### config.mk
export PLATFORM = sky130hd
export DESIGN_NAME = axi4_lite_slave_regs_flat
export DESIGN_NICKNAME = d
export VERILOG_FILES = /design/src/rtl/axi4_lite_slave_regs_if.sv /design/src/rtl/axi4_lite_slave_regs.sv /design/src/flat_wrapper.sv
export SDC_FILE = /design/constraint.sdc
export NUM_CORES = 1
export LEC_CHECK = 0
export CAP_MARGIN = 20
export CORE_AREA = 2 2 259 261
export DETAILED_ROUTE_END_ITERATION = 12
export DIE_AREA = 0 0 261 263
export DONT_BUFFER_PORTS = 1
export HOLD_SLACK_MARGIN = 0.1
export PLACE_DENSITY_LB_ADDON = 0.25
export SYNTH_ARGS = -nofsm -noshare
export SYNTH_HDL_FRONTEND = slang
export SYNTH_SLANG_ARGS = --single-unit
### constraint.sdc
create_clock -name ACLK -period 5.6 [get_ports ACLK]
set_input_delay 1.12 -clock ACLK [delete_from_list [all_inputs] [get_ports ACLK]]
set_output_delay 1.12 -clock ACLK [all_outputs]
set_load 0.02 [all_outputs]
### src/rtl/axi4_lite_slave_regs_if.sv
`default_nettype none
// ============================================================================
// Module   : axi4_lite_slave_regs_if
// Brief    : AXI4-Lite bus bundle with master and slave views
// Revision : 1.0 - initial release
// ============================================================================
interface axi4_lite_slave_regs_if #(
    parameter int DATA_WIDTH    = 32,
    parameter int ADDRESS_WIDTH = 32
);
    logic [ADDRESS_WIDTH-1:0]  AWADDR;
    logic [2:0]                AWPROT;
    logic                      AWVALID;
    logic                      AWREADY;
    logic [DATA_WIDTH-1:0]     WDATA;
    logic [DATA_WIDTH/8-1:0]   WSTRB;
    logic                      WVALID;
    logic                      WREADY;
    logic [1:0]                BRESP;
    logic                      BVALID;
    logic                      BREADY;
    logic [ADDRESS_WIDTH-1:0]  ARADDR;
    logic [2:0]                ARPROT;
    logic                      ARVALID;
    logic                      ARREADY;
    logic [DATA_WIDTH-1:0]     RDATA;
    logic [1:0]                RRESP;
    logic                      RVALID;
    logic                      RREADY;

    modport master (
        output AWADDR, AWPROT, AWVALID, input AWREADY,
        output WDATA, WSTRB, WVALID, input WREADY,
        input BRESP, BVALID, output BREADY,
        output ARADDR, ARPROT, ARVALID, input ARREADY,
        input RDATA, RRESP, RVALID, output RREADY
    );

    modport slave (
        input AWADDR, AWPROT, AWVALID, output AWREADY,
        input WDATA, WSTRB, WVALID, output WREADY,
        output BRESP, BVALID, input BREADY,
        input ARADDR, ARPROT, ARVALID, output ARREADY,
        output RDATA, RRESP, RVALID, input RREADY
    );
endinterface
`default_nettype wire

### src/rtl/axi4_lite_slave_regs.sv
`default_nettype none
// ============================================================================
// Module   : axi4_lite_slave_regs
// Brief    : AXI4-Lite subordinate with a byte-strobed register bank
// Revision : 1.0 - initial release
// ============================================================================
module axi4_lite_slave_regs #(
    parameter int DATA_WIDTH    = 32,
    parameter int ADDRESS_WIDTH = 32,
    parameter int NUM_REGS      = 16
) (
    input  logic                             ACLK,
    input  logic                             ARESETn,
    axi4_lite_slave_regs_if.slave            s_axi,
    output logic [NUM_REGS*DATA_WIDTH-1:0]   reg_out,
    output logic                             wr_pulse,
    output logic [$clog2(NUM_REGS)-1:0]      wr_index
);
    localparam int BYTES = DATA_WIDTH / 8;
    localparam int LSB   = $clog2(BYTES);
    localparam int IDX_W = $clog2(NUM_REGS);
    localparam logic [ADDRESS_WIDTH-1:0] ADDR_LIMIT = ADDRESS_WIDTH'(NUM_REGS * BYTES);
    localparam logic [1:0] RESP_OKAY   = 2'b00;
    localparam logic [1:0] RESP_SLVERR = 2'b10;

    localparam logic [0:0] WS_COLLECT = 1'b0;
    localparam logic [0:0] WS_RESP    = 1'b1;
    localparam logic [1:0] RS_IDLE    = 2'd0;
    localparam logic [1:0] RS_LOOKUP  = 2'd1;
    localparam logic [1:0] RS_RESP    = 2'd2;

    logic [0:0]               wr_state_q, wr_state_d;
    logic [1:0]               rd_state_q, rd_state_d;
    logic                     awready_q, awready_d, wready_q, wready_d;
    logic                     aw_full_q, aw_full_d, w_full_q, w_full_d;
    logic [ADDRESS_WIDTH-1:0] awaddr_q, awaddr_d, araddr_q, araddr_d;
    logic [DATA_WIDTH-1:0]    wdata_q, wdata_d;
    logic [BYTES-1:0]         wstrb_q, wstrb_d;
    logic                     bvalid_q, bvalid_d;
    logic [1:0]               bresp_q, bresp_d;
    logic                     arready_q, arready_d;
    logic                     rvalid_q, rvalid_d;
    logic [DATA_WIDTH-1:0]    rdata_q, rdata_d;
    logic [1:0]               rresp_q, rresp_d;
    logic                     wr_pulse_q, wr_pulse_d;
    logic [IDX_W-1:0]         wr_index_q, wr_index_d;
    logic [DATA_WIDTH-1:0]    regs_q [NUM_REGS];
    logic [DATA_WIDTH-1:0]    regs_d [NUM_REGS];

    logic             aw_hs, w_hs, ar_hs, commit;
    logic             aw_in_range, ar_in_range;
    logic [IDX_W-1:0] aw_index, ar_index;
    logic             unused_prot;

    assign aw_hs       = s_axi.AWVALID && awready_q;
    assign w_hs        = s_axi.WVALID && wready_q;
    assign ar_hs       = s_axi.ARVALID && arready_q;
    assign commit      = (wr_state_q == WS_COLLECT) && aw_full_q && w_full_q;
    assign aw_in_range = awaddr_q < ADDR_LIMIT;
    assign ar_in_range = araddr_q < ADDR_LIMIT;
    assign aw_index    = awaddr_q[LSB +: IDX_W];
    assign ar_index    = araddr_q[LSB +: IDX_W];
    assign unused_prot = ^{s_axi.AWPROT, s_axi.ARPROT};

    always_ff @(posedge ACLK or negedge ARESETn) begin
        if (!ARESETn) begin
            wr_state_q <= WS_COLLECT;
            rd_state_q <= RS_IDLE;
            awready_q  <= 1'b0;
            wready_q   <= 1'b0;
            aw_full_q  <= 1'b0;
            w_full_q   <= 1'b0;
            awaddr_q   <= '0;
            araddr_q   <= '0;
            wdata_q    <= '0;
            wstrb_q    <= '0;
            bvalid_q   <= 1'b0;
            bresp_q    <= RESP_OKAY;
            arready_q  <= 1'b0;
            rvalid_q   <= 1'b0;
            rdata_q    <= '0;
            rresp_q    <= RESP_OKAY;
            wr_pulse_q <= 1'b0;
            wr_index_q <= '0;
            for (int i = 0; i < NUM_REGS; i++) regs_q[i] <= '0;
        end else begin
            wr_state_q <= wr_state_d;
            rd_state_q <= rd_state_d;
            awready_q  <= awready_d;
            wready_q   <= wready_d;
            aw_full_q  <= aw_full_d;
            w_full_q   <= w_full_d;
            awaddr_q   <= awaddr_d;
            araddr_q   <= araddr_d;
            wdata_q    <= wdata_d;
            wstrb_q    <= wstrb_d;
            bvalid_q   <= bvalid_d;
            bresp_q    <= bresp_d;
            arready_q  <= arready_d;
            rvalid_q   <= rvalid_d;
            rdata_q    <= rdata_d;
            rresp_q    <= rresp_d;
            wr_pulse_q <= wr_pulse_d;
            wr_index_q <= wr_index_d;
            for (int i = 0; i < NUM_REGS; i++) regs_q[i] <= regs_d[i];
        end
    end

    always_comb begin
        wr_state_d = wr_state_q;
        case (wr_state_q)
            WS_COLLECT: if (aw_full_q && w_full_q) wr_state_d = WS_RESP;
            WS_RESP:    if (s_axi.BREADY) wr_state_d = WS_COLLECT;
            default:    wr_state_d = WS_COLLECT;
        endcase
        rd_state_d = rd_state_q;
        case (rd_state_q)
            RS_IDLE:   if (ar_hs) rd_state_d = RS_LOOKUP;
            RS_LOOKUP: rd_state_d = RS_RESP;
            RS_RESP:   if (s_axi.RREADY) rd_state_d = RS_IDLE;
            default:   rd_state_d = RS_IDLE;
        endcase
    end

    always_comb begin
        awaddr_d  = aw_hs ? s_axi.AWADDR : awaddr_q;
        wdata_d   = w_hs ? s_axi.WDATA : wdata_q;
        wstrb_d   = w_hs ? s_axi.WSTRB : wstrb_q;
        aw_full_d = commit ? 1'b0 : (aw_full_q || aw_hs);
        w_full_d  = commit ? 1'b0 : (w_full_q || w_hs);
        // Each channel reopens only once its beat is consumed and no response is pending.
        awready_d = (wr_state_d == WS_COLLECT) && !aw_full_d;
        wready_d  = (wr_state_d == WS_COLLECT) && !w_full_d;

        bvalid_d   = bvalid_q;
        bresp_d    = bresp_q;
        regs_d     = regs_q;
        wr_pulse_d = 1'b0;
        wr_index_d = wr_index_q;
        if (commit) begin
            bvalid_d = 1'b1;
            bresp_d  = aw_in_range ? RESP_OKAY : RESP_SLVERR;
            if (aw_in_range) begin
                for (int k = 0; k < BYTES; k++) begin
                    if (wstrb_q[k]) regs_d[aw_index][k*8 +: 8] = wdata_q[k*8 +: 8];
                end
                wr_pulse_d = 1'b1;
                wr_index_d = aw_index;
            end
        end else if (bvalid_q && s_axi.BREADY) begin
            bvalid_d = 1'b0;
        end

        araddr_d  = ar_hs ? s_axi.ARADDR : araddr_q;
        arready_d = (rd_state_d == RS_IDLE);
        rvalid_d  = (rd_state_d == RS_RESP);
        rdata_d   = rdata_q;
        rresp_d   = rresp_q;
        // Sampling regs_q gives read-before-write against a commit on the same edge.
        if (rd_state_q == RS_LOOKUP) begin
            rdata_d = ar_in_range ? regs_q[ar_index] : '0;
            rresp_d = ar_in_range ? RESP_OKAY : RESP_SLVERR;
        end
    end

    assign s_axi.AWREADY = awready_q;
    assign s_axi.WREADY  = wready_q;
    assign s_axi.BVALID  = bvalid_q;
    assign s_axi.BRESP   = bresp_q;
    assign s_axi.ARREADY = arready_q;
    assign s_axi.RVALID  = rvalid_q;
    assign s_axi.RDATA   = rdata_q;
    assign s_axi.RRESP   = rresp_q;
    assign wr_pulse      = wr_pulse_q;
    assign wr_index      = wr_index_q;

    for (genvar i = 0; i < NUM_REGS; i++) begin : g_reg_out
        assign reg_out[i*DATA_WIDTH +: DATA_WIDTH] = regs_q[i];
    end
endmodule
`default_nettype wire
### src/flat_wrapper.sv
// flat-port wrapper written by rule: the top's interface ports become plain ports
module axi4_lite_slave_regs_flat 
#(
    parameter int DATA_WIDTH    = 32,
    parameter int ADDRESS_WIDTH = 32,
    parameter int NUM_REGS      = 16
)
  (ACLK, ARESETn, reg_out, wr_pulse, wr_index, s_axi_AWADDR, s_axi_AWPROT, s_axi_AWVALID, s_axi_AWREADY, s_axi_WDATA, s_axi_WSTRB, s_axi_WVALID, s_axi_WREADY, s_axi_BRESP, s_axi_BVALID, s_axi_BREADY, s_axi_ARADDR, s_axi_ARPROT, s_axi_ARVALID, s_axi_ARREADY, s_axi_RDATA, s_axi_RRESP, s_axi_RVALID, s_axi_RREADY);
  axi4_lite_slave_regs_if #(.DATA_WIDTH(DATA_WIDTH), .ADDRESS_WIDTH(ADDRESS_WIDTH)) s_axi_i ();
  input  logic ACLK;
  input  logic ARESETn;
  output logic [NUM_REGS*DATA_WIDTH-1:0] reg_out;
  output logic wr_pulse;
  output logic [$clog2(NUM_REGS)-1:0] wr_index;
  input wire logic [$bits(s_axi_i.AWADDR)-1:0] s_axi_AWADDR;
  input wire logic [$bits(s_axi_i.AWPROT)-1:0] s_axi_AWPROT;
  input wire logic [$bits(s_axi_i.AWVALID)-1:0] s_axi_AWVALID;
  output wire logic [$bits(s_axi_i.AWREADY)-1:0] s_axi_AWREADY;
  input wire logic [$bits(s_axi_i.WDATA)-1:0] s_axi_WDATA;
  input wire logic [$bits(s_axi_i.WSTRB)-1:0] s_axi_WSTRB;
  input wire logic [$bits(s_axi_i.WVALID)-1:0] s_axi_WVALID;
  output wire logic [$bits(s_axi_i.WREADY)-1:0] s_axi_WREADY;
  output wire logic [$bits(s_axi_i.BRESP)-1:0] s_axi_BRESP;
  output wire logic [$bits(s_axi_i.BVALID)-1:0] s_axi_BVALID;
  input wire logic [$bits(s_axi_i.BREADY)-1:0] s_axi_BREADY;
  input wire logic [$bits(s_axi_i.ARADDR)-1:0] s_axi_ARADDR;
  input wire logic [$bits(s_axi_i.ARPROT)-1:0] s_axi_ARPROT;
  input wire logic [$bits(s_axi_i.ARVALID)-1:0] s_axi_ARVALID;
  output wire logic [$bits(s_axi_i.ARREADY)-1:0] s_axi_ARREADY;
  output wire logic [$bits(s_axi_i.RDATA)-1:0] s_axi_RDATA;
  output wire logic [$bits(s_axi_i.RRESP)-1:0] s_axi_RRESP;
  output wire logic [$bits(s_axi_i.RVALID)-1:0] s_axi_RVALID;
  input wire logic [$bits(s_axi_i.RREADY)-1:0] s_axi_RREADY;
  assign s_axi_i.AWADDR = s_axi_AWADDR;
  assign s_axi_i.AWPROT = s_axi_AWPROT;
  assign s_axi_i.AWVALID = s_axi_AWVALID;
  assign s_axi_AWREADY = s_axi_i.AWREADY;
  assign s_axi_i.WDATA = s_axi_WDATA;
  assign s_axi_i.WSTRB = s_axi_WSTRB;
  assign s_axi_i.WVALID = s_axi_WVALID;
  assign s_axi_WREADY = s_axi_i.WREADY;
  assign s_axi_BRESP = s_axi_i.BRESP;
  assign s_axi_BVALID = s_axi_i.BVALID;
  assign s_axi_i.BREADY = s_axi_BREADY;
  assign s_axi_i.ARADDR = s_axi_ARADDR;
  assign s_axi_i.ARPROT = s_axi_ARPROT;
  assign s_axi_i.ARVALID = s_axi_ARVALID;
  assign s_axi_ARREADY = s_axi_i.ARREADY;
  assign s_axi_RDATA = s_axi_i.RDATA;
  assign s_axi_RRESP = s_axi_i.RRESP;
  assign s_axi_RVALID = s_axi_i.RVALID;
  assign s_axi_i.RREADY = s_axi_RREADY;
  axi4_lite_slave_regs #(.DATA_WIDTH(DATA_WIDTH), .ADDRESS_WIDTH(ADDRESS_WIDTH), .NUM_REGS(NUM_REGS)) u_core (.ACLK(ACLK), .ARESETn(ARESETn), .s_axi(s_axi_i), .reg_out(reg_out), .wr_pulse(wr_pulse), .wr_index(wr_index));
endmodule
Word level (Yosys, flattened, before mapping)
Cells that the tools add are included.

Word-level logic and storage cells: 104. Output and inout bits: 558. Register bits after elaboration: 663. Input port bits: 113.

Muxes and demuxes: 40. Eq/ne operators: 3. $lt $le $gt $ge: 5. Bitwise gates (word level): 4. Reductions and logical operators: 18.

Operators with widths (number): 512-bit two-way mux (10); 512-bit bitwise mux (4); 32-bit demux with 4-bit select (4); 32-bit binary-select mux with 4-bit select (1); 32-bit two-way mux (4); 32-bit by 7-bit less-than comparator with 1-bit output, second input constant (2); 24-bit two-way mux (1); 16-bit two-way mux (1); 5-bit >= comparator, second input constant (2); 1-bit logical AND (10); 4-bit inverter with 5-bit output (2); 1-bit two-way mux (8); 2-bit two-way mux (4); 8-bit two-way mux (1); 2-bit case mux with 3 select lines (1); 5-bit by 1-bit less-than comparator with 1-bit output, second input constant (1); 2-bit == test, second input constant (2); 2-bit zero test (2); 2-bit by 1-bit == test with 1-bit output, second input constant (1); 1-bit zero test (2); 1-bit logical OR (2); 1-bit inverter (2); 1-bit case mux with 2 select lines (1); 2-bit AND reduction (1); 2-bit nonzero test (1).

Logic depth before layout (Yosys ltp)
Depth in word-level cells: 19. Depth in mapped cells: 8. Mapped depth without buffers: 4.

Worst setup path after synthesis
OpenSTA, ideal clock, no wires.

Path type: input to register. Start point: input s_axi_WVALID. End point: register u_core.wdata_q[10]. Data required time: 5.475 ns. Stages: 3. Path slack: 3.402 ns. Arrival: 2.073 ns. Library setup time: 0.125 ns. Cell sequence: nand2_1 clkbuf_1 mux2_2.

Longest elaborated chain between the ends: 1.

Ends and longest elaborated chain: start: declaration (RTL line flat_wrapper.sv:21) `input wire logic [$bits(s_axi_i.WVALID)-1:0] s_axi_WVALID;`; 1-bit logical AND (RTL line axi4_lite_slave_regs.sv:56) `assign w_hs = s_axi.WVALID && wready_q;`; end signal: assignment (RTL line axi4_lite_slave_regs.sv:95) `wdata_q <= wdata_d;`; end: declaration (RTL line axi4_lite_slave_regs.sv:37) `logic [DATA_WIDTH-1:0] wdata_q, wdata_d;`.

Every way passes these cells. A chain may end at the register's enable or synchronous reset.

Final worst setup path
Start point: register u_core.awaddr_q[28]. End point: register u_core.regs_q, in the netlist u_core.reg_out[493].

Longest elaborated chain between the ends: 2.

Ends and longest elaborated chain: start: declaration (RTL line axi4_lite_slave_regs.sv:36) `logic [ADDRESS_WIDTH-1:0] awaddr_q, awaddr_d, araddr_q, araddr_d;`; start signal: assignment (RTL line axi4_lite_slave_regs.sv:93) `awaddr_q <= awaddr_d;`; 32-bit by 7-bit less-than comparator with 1-bit output (RTL line axi4_lite_slave_regs.sv:59) `assign aw_in_range = awaddr_q < ADDR_LIMIT;`; 2-bit AND reduction (no source line); end: declaration (RTL line axi4_lite_slave_regs.sv:47) `logic [DATA_WIDTH-1:0] regs_q [NUM_REGS];`.

Every way passes these cells.

==> flow_summary.json <==
{
  "critPathMaxFanout": 35,
  "core-area_sq_um": 65600,
  "synth-compound-area-share_pct": 3.47,
  "static-leakage-power_uw": 0.0162,
  "crit_required_ns": 6.09,
  "power_density_nw_per_um2": 410,
  "clk_pin_slew_worst_paths_ns": 0.06,
  "finClkSkew_ns": 0.0369,
  "crit_type": "reg -> reg",
  "hold_path.class": "in -> async",
  "start_kind": "flop",
  "ys_top_cells_by_area": "dfrtp_1, mux2_2, mux2i_1",
  "synth_area_sq_um": 29700,
  "grt_pass1_wl_um": 141000,
  "port_buffers": 0,
  "drv_slew": 306,
  "cts_hold_buf": 0,
  "status": "complete, but fails checks",
  "grt_max_degree": 658,
  "clk_latency_ns": 0.63,
  "cts.repair.resized": 0,
  "tritoncts": "done",
  "cts-root-buf": "clkbuf_16",
  "start_util_pct": 45.3,
  "setup_viol": 0,
  "ir_worst_vdd_mv": 0.318,
  "yosysTopAreaCell": "dfrtp_1",
  "drtIter0Drc": 1436,
  "dieHeight_um": 263,
  "synth_cell_type_count": 36,
  "crit_arrival_ns": 4.03,
  "nets": 2223,
  "ys_warn_count": 0,
  "std_cell_rows": 94,
  "cts_inserted_buffers": 74,
  "ys_ff_latch": 657,
  "top_level_ports": 671,
  "routabilityCongestion": 0.880,
  "detail-route-antenna-nets": 0,
  "drive_gt1_share_pct": 38.3,
  "yosysSeqAreaShare_pct": 55.3,
  "holdWs_ns": 0.217,
  "tns_ns": 0,
  "post-route-period-util_pct": 63.2,
  "rr_worst_depth": 6,
  "reg2reg_from": "u_core.awaddr_q[28]",
  "worst_slew_pin_slew_ns": 2.48,
  "cts_setup_buffers": 0,
  "yosys.area_share.simple_pct": 7.29,
  "fill_cells": 5646,
  "h-tree-depth": 3,
  "antenna_found_initial": 10,
  "wl_um": 98800,
  "vias": 18700,
  "routed_via_density": 6.16,
  "endpoint_kind": "flop",
  "drt_pass1_iterations": 4,
  "rsz0062_at_grt": "false",
  "post-dp-hpwl_um": 65200,
  "wl_per_cell_um": 32.5,
  "dieArea_sq_um": 68600,
  "ff_latch_area_sq_um": 16400,
  "synth_xor_area_share_pct": 0,
  "multiInputGateArea_sq_um": 12700,
  "synthMuxAreaShare_pct": 31.8,
  "post-route-min-period_ns": 3.54,
  "grt_usage_pct": 28.3,
  "synth_fa_ha_area_share_pct": 0,
  "area_growth_pct": 10.9,
  "synth_cells": 2145,
  "remaining_drc_errors": 0,
  "r2r_end": "u_core.reg_out[493]",
  "grt_overflow": 0,
  "synth.avg_cell_area_sq_um": 13.9,
  "reg2reg_slack_ns": 2.06,
  "fmaxAchievable_mhz": 283,
  "failed_checks": "slew limit",
  "grt_pass1_vias": 19300,
  "synth_top_family_by_area": "multiplexers",
  "dieWidth_um": 261,
  "clockBufferDepth": 3,
  "cts.sinks": 657,
  "maxCapViolCount": 0,
  "slew_headroom_pct": -65.3,
  "synth_top_area_share_pct": 55.3,
  "finalHoldViolCount": 0
}
per-layer routing:
layer	GRT usage, %	vias to the layer above	wire [um]
li1	-	7816	-
met5	0	-	35
met2	46.9	720	49100
met4	10.5	6	3360
met3	10.1	191	8980
met1	33.8	9988	37300
state kept, by name, indices dropped and copies added (netlist names):
name	count
u_core.araddr_q	30
u_core.wr_index	4
u_core.s_axi.AWREADY	1
u_core.s_axi.RDATA	32
u_core.s_axi.ARREADY	1
u_core.wr_state_q	1
u_core.s_axi.WREADY	1
u_core.s_axi.RRESP	1
u_core.wstrb_q	4
u_core.wr_pulse	1
u_core.w_full_q	1
u_core.reg_out	512
u_core.s_axi.BVALID	1
u_core.rd_state_q	2
u_core.s_axi.BRESP	1
u_core.aw_full_q	1
u_core.s_axi.RVALID	1
u_core.awaddr_q	30
u_core.wdata_q	32
through the flow:
| stage | util, % | setup slack (ns) | cells | cell area, sq um | power (uW) |
|---|---|---|---|---|---|
| 2_1_floorplan | - | 3.40 | 2146 | 29700 | 7670 |
| 3_3_place_gp | 46.4 | 2.04 | 2894 | 30500 | 8580 |
| 3_5_place_dp | 46.4 | 2.03 | 2895 | 30500 | 8670 |
| 4_1_cts | 50.1 | 2.00 | 3028 | 32900 | 13600 |
| 5_1_grt | 50.2 | 2.04 | 3036 | 33000 | 14000 |
| 6_report | 50.2 | 2.06 | 3037 | 33000 | 13500 |
critical path: stages (launching register included):
cell and delay, ns:
dfrtp_1 0.38, nor4_1 0.36, nand4_1 0.31, buf_4 0.44
buf_4 0.48, nor3_2 0.91, mux2_2 0.42
final cells by class:
cell class	instances	share of cell area, %
inverter	4	0.0455
tap	864	3.28
timing repair buffer	27	0.804
clock inverter	22	0.941
clock buffer	111	6.50
multi-input combinational	1346	38.5
antenna	6	0.0455
sequential	657	49.9
power by group:
| part | leakage [uW] | total, uW | internal, uW | switching, uW |
|---|---|---|---|---|
| Clock | 0.00120 | 4900 | 2870 | 2040 |
| Combinational | 0.00606 | 2530 | 1010 | 1520 |
| Sequential | 0.00894 | 6090 | 5120 | 967 |
| Total | 0.0162 | 13500 | 9000 | 4530 |
logic make-up (layout without fill, tap and decap cells):
kind of cell | count (synthesis) | after routing
simple gates | 313 | 313
flops | 657 | 657
mux | 866 | 866
buf+inv | 143 | 164
compound gates | 165 | 165
other cells | 1 | 8
how the worst max path moves through the flow:
stage	from	end	slack [ns]	depth (start not counted)
after floorplan	s_axi_WVALID	u_core.wdata_q[10]	3.40	3
after global placement	u_core.awaddr_q[28]	u_core.reg_out[457]	2.04	6
after detailed placement	u_core.awaddr_q[28]	u_core.reg_out[463]	2.03	6
after CTS	u_core.awaddr_q[28]	u_core.reg_out[493]	2.00	6
after global routing	u_core.awaddr_q[28]	u_core.reg_out[492]	2.04	6
final	u_core.awaddr_q[28]	u_core.reg_out[493]	2.06	6
cell usage in the layout, fill, tap and decap left out, drive strengths merged, types with 2 or more instances in the layout:
| master | synthesis | layout |
|---|---|---|
| a211oi | 2 | 2 |
| and4b | 4 | 4 |
| and4bb | 6 | 6 |
| buf | 48 | 27 |
| bufinv | 0 | 4 |
| clkbuf | 91 | 111 |
| clkinv | 0 | 10 |
| clkinvlp | 0 | 2 |
| conb | 1 | 2 |
| dfrtp | 657 | 657 |
| diode | 0 | 6 |
| inv | 4 | 10 |
| mux2 | 612 | 612 |
| mux2i | 252 | 252 |
| mux4 | 2 | 2 |
| nand2 | 103 | 103 |
| nand2b | 3 | 3 |
| nand4 | 3 | 3 |
| nor2 | 40 | 40 |
| nor2b | 2 | 2 |
| nor3 | 128 | 128 |
| nor4 | 13 | 13 |
| nor4b | 4 | 4 |
| o21ai | 34 | 34 |
| o22ai | 94 | 94 |
| o31ai | 32 | 32 |
| or2 | 2 | 2 |
cell usage after synthesis, drive strengths merged:
cell,n
a21boi,1
and3,1
a21oi,1
nand2b,3
mux2i,252
buf,48
clkbuf,91
nand2,103
conb,1
inv,4
or4,1
mux4,2
dfrtp,657
or2,2
nor3,128
nor4,13
nand4,3
a21o,1
o22ai,94
nor4b,4
and4b,4
mux2,612
a211oi,2
and3b,1
nor2,40
o21ai,34
o31ai,32
and4bb,6
nor2b,2
nor3b,1
and4,1
Note: power is estimated with default switching activity, not from simulation.
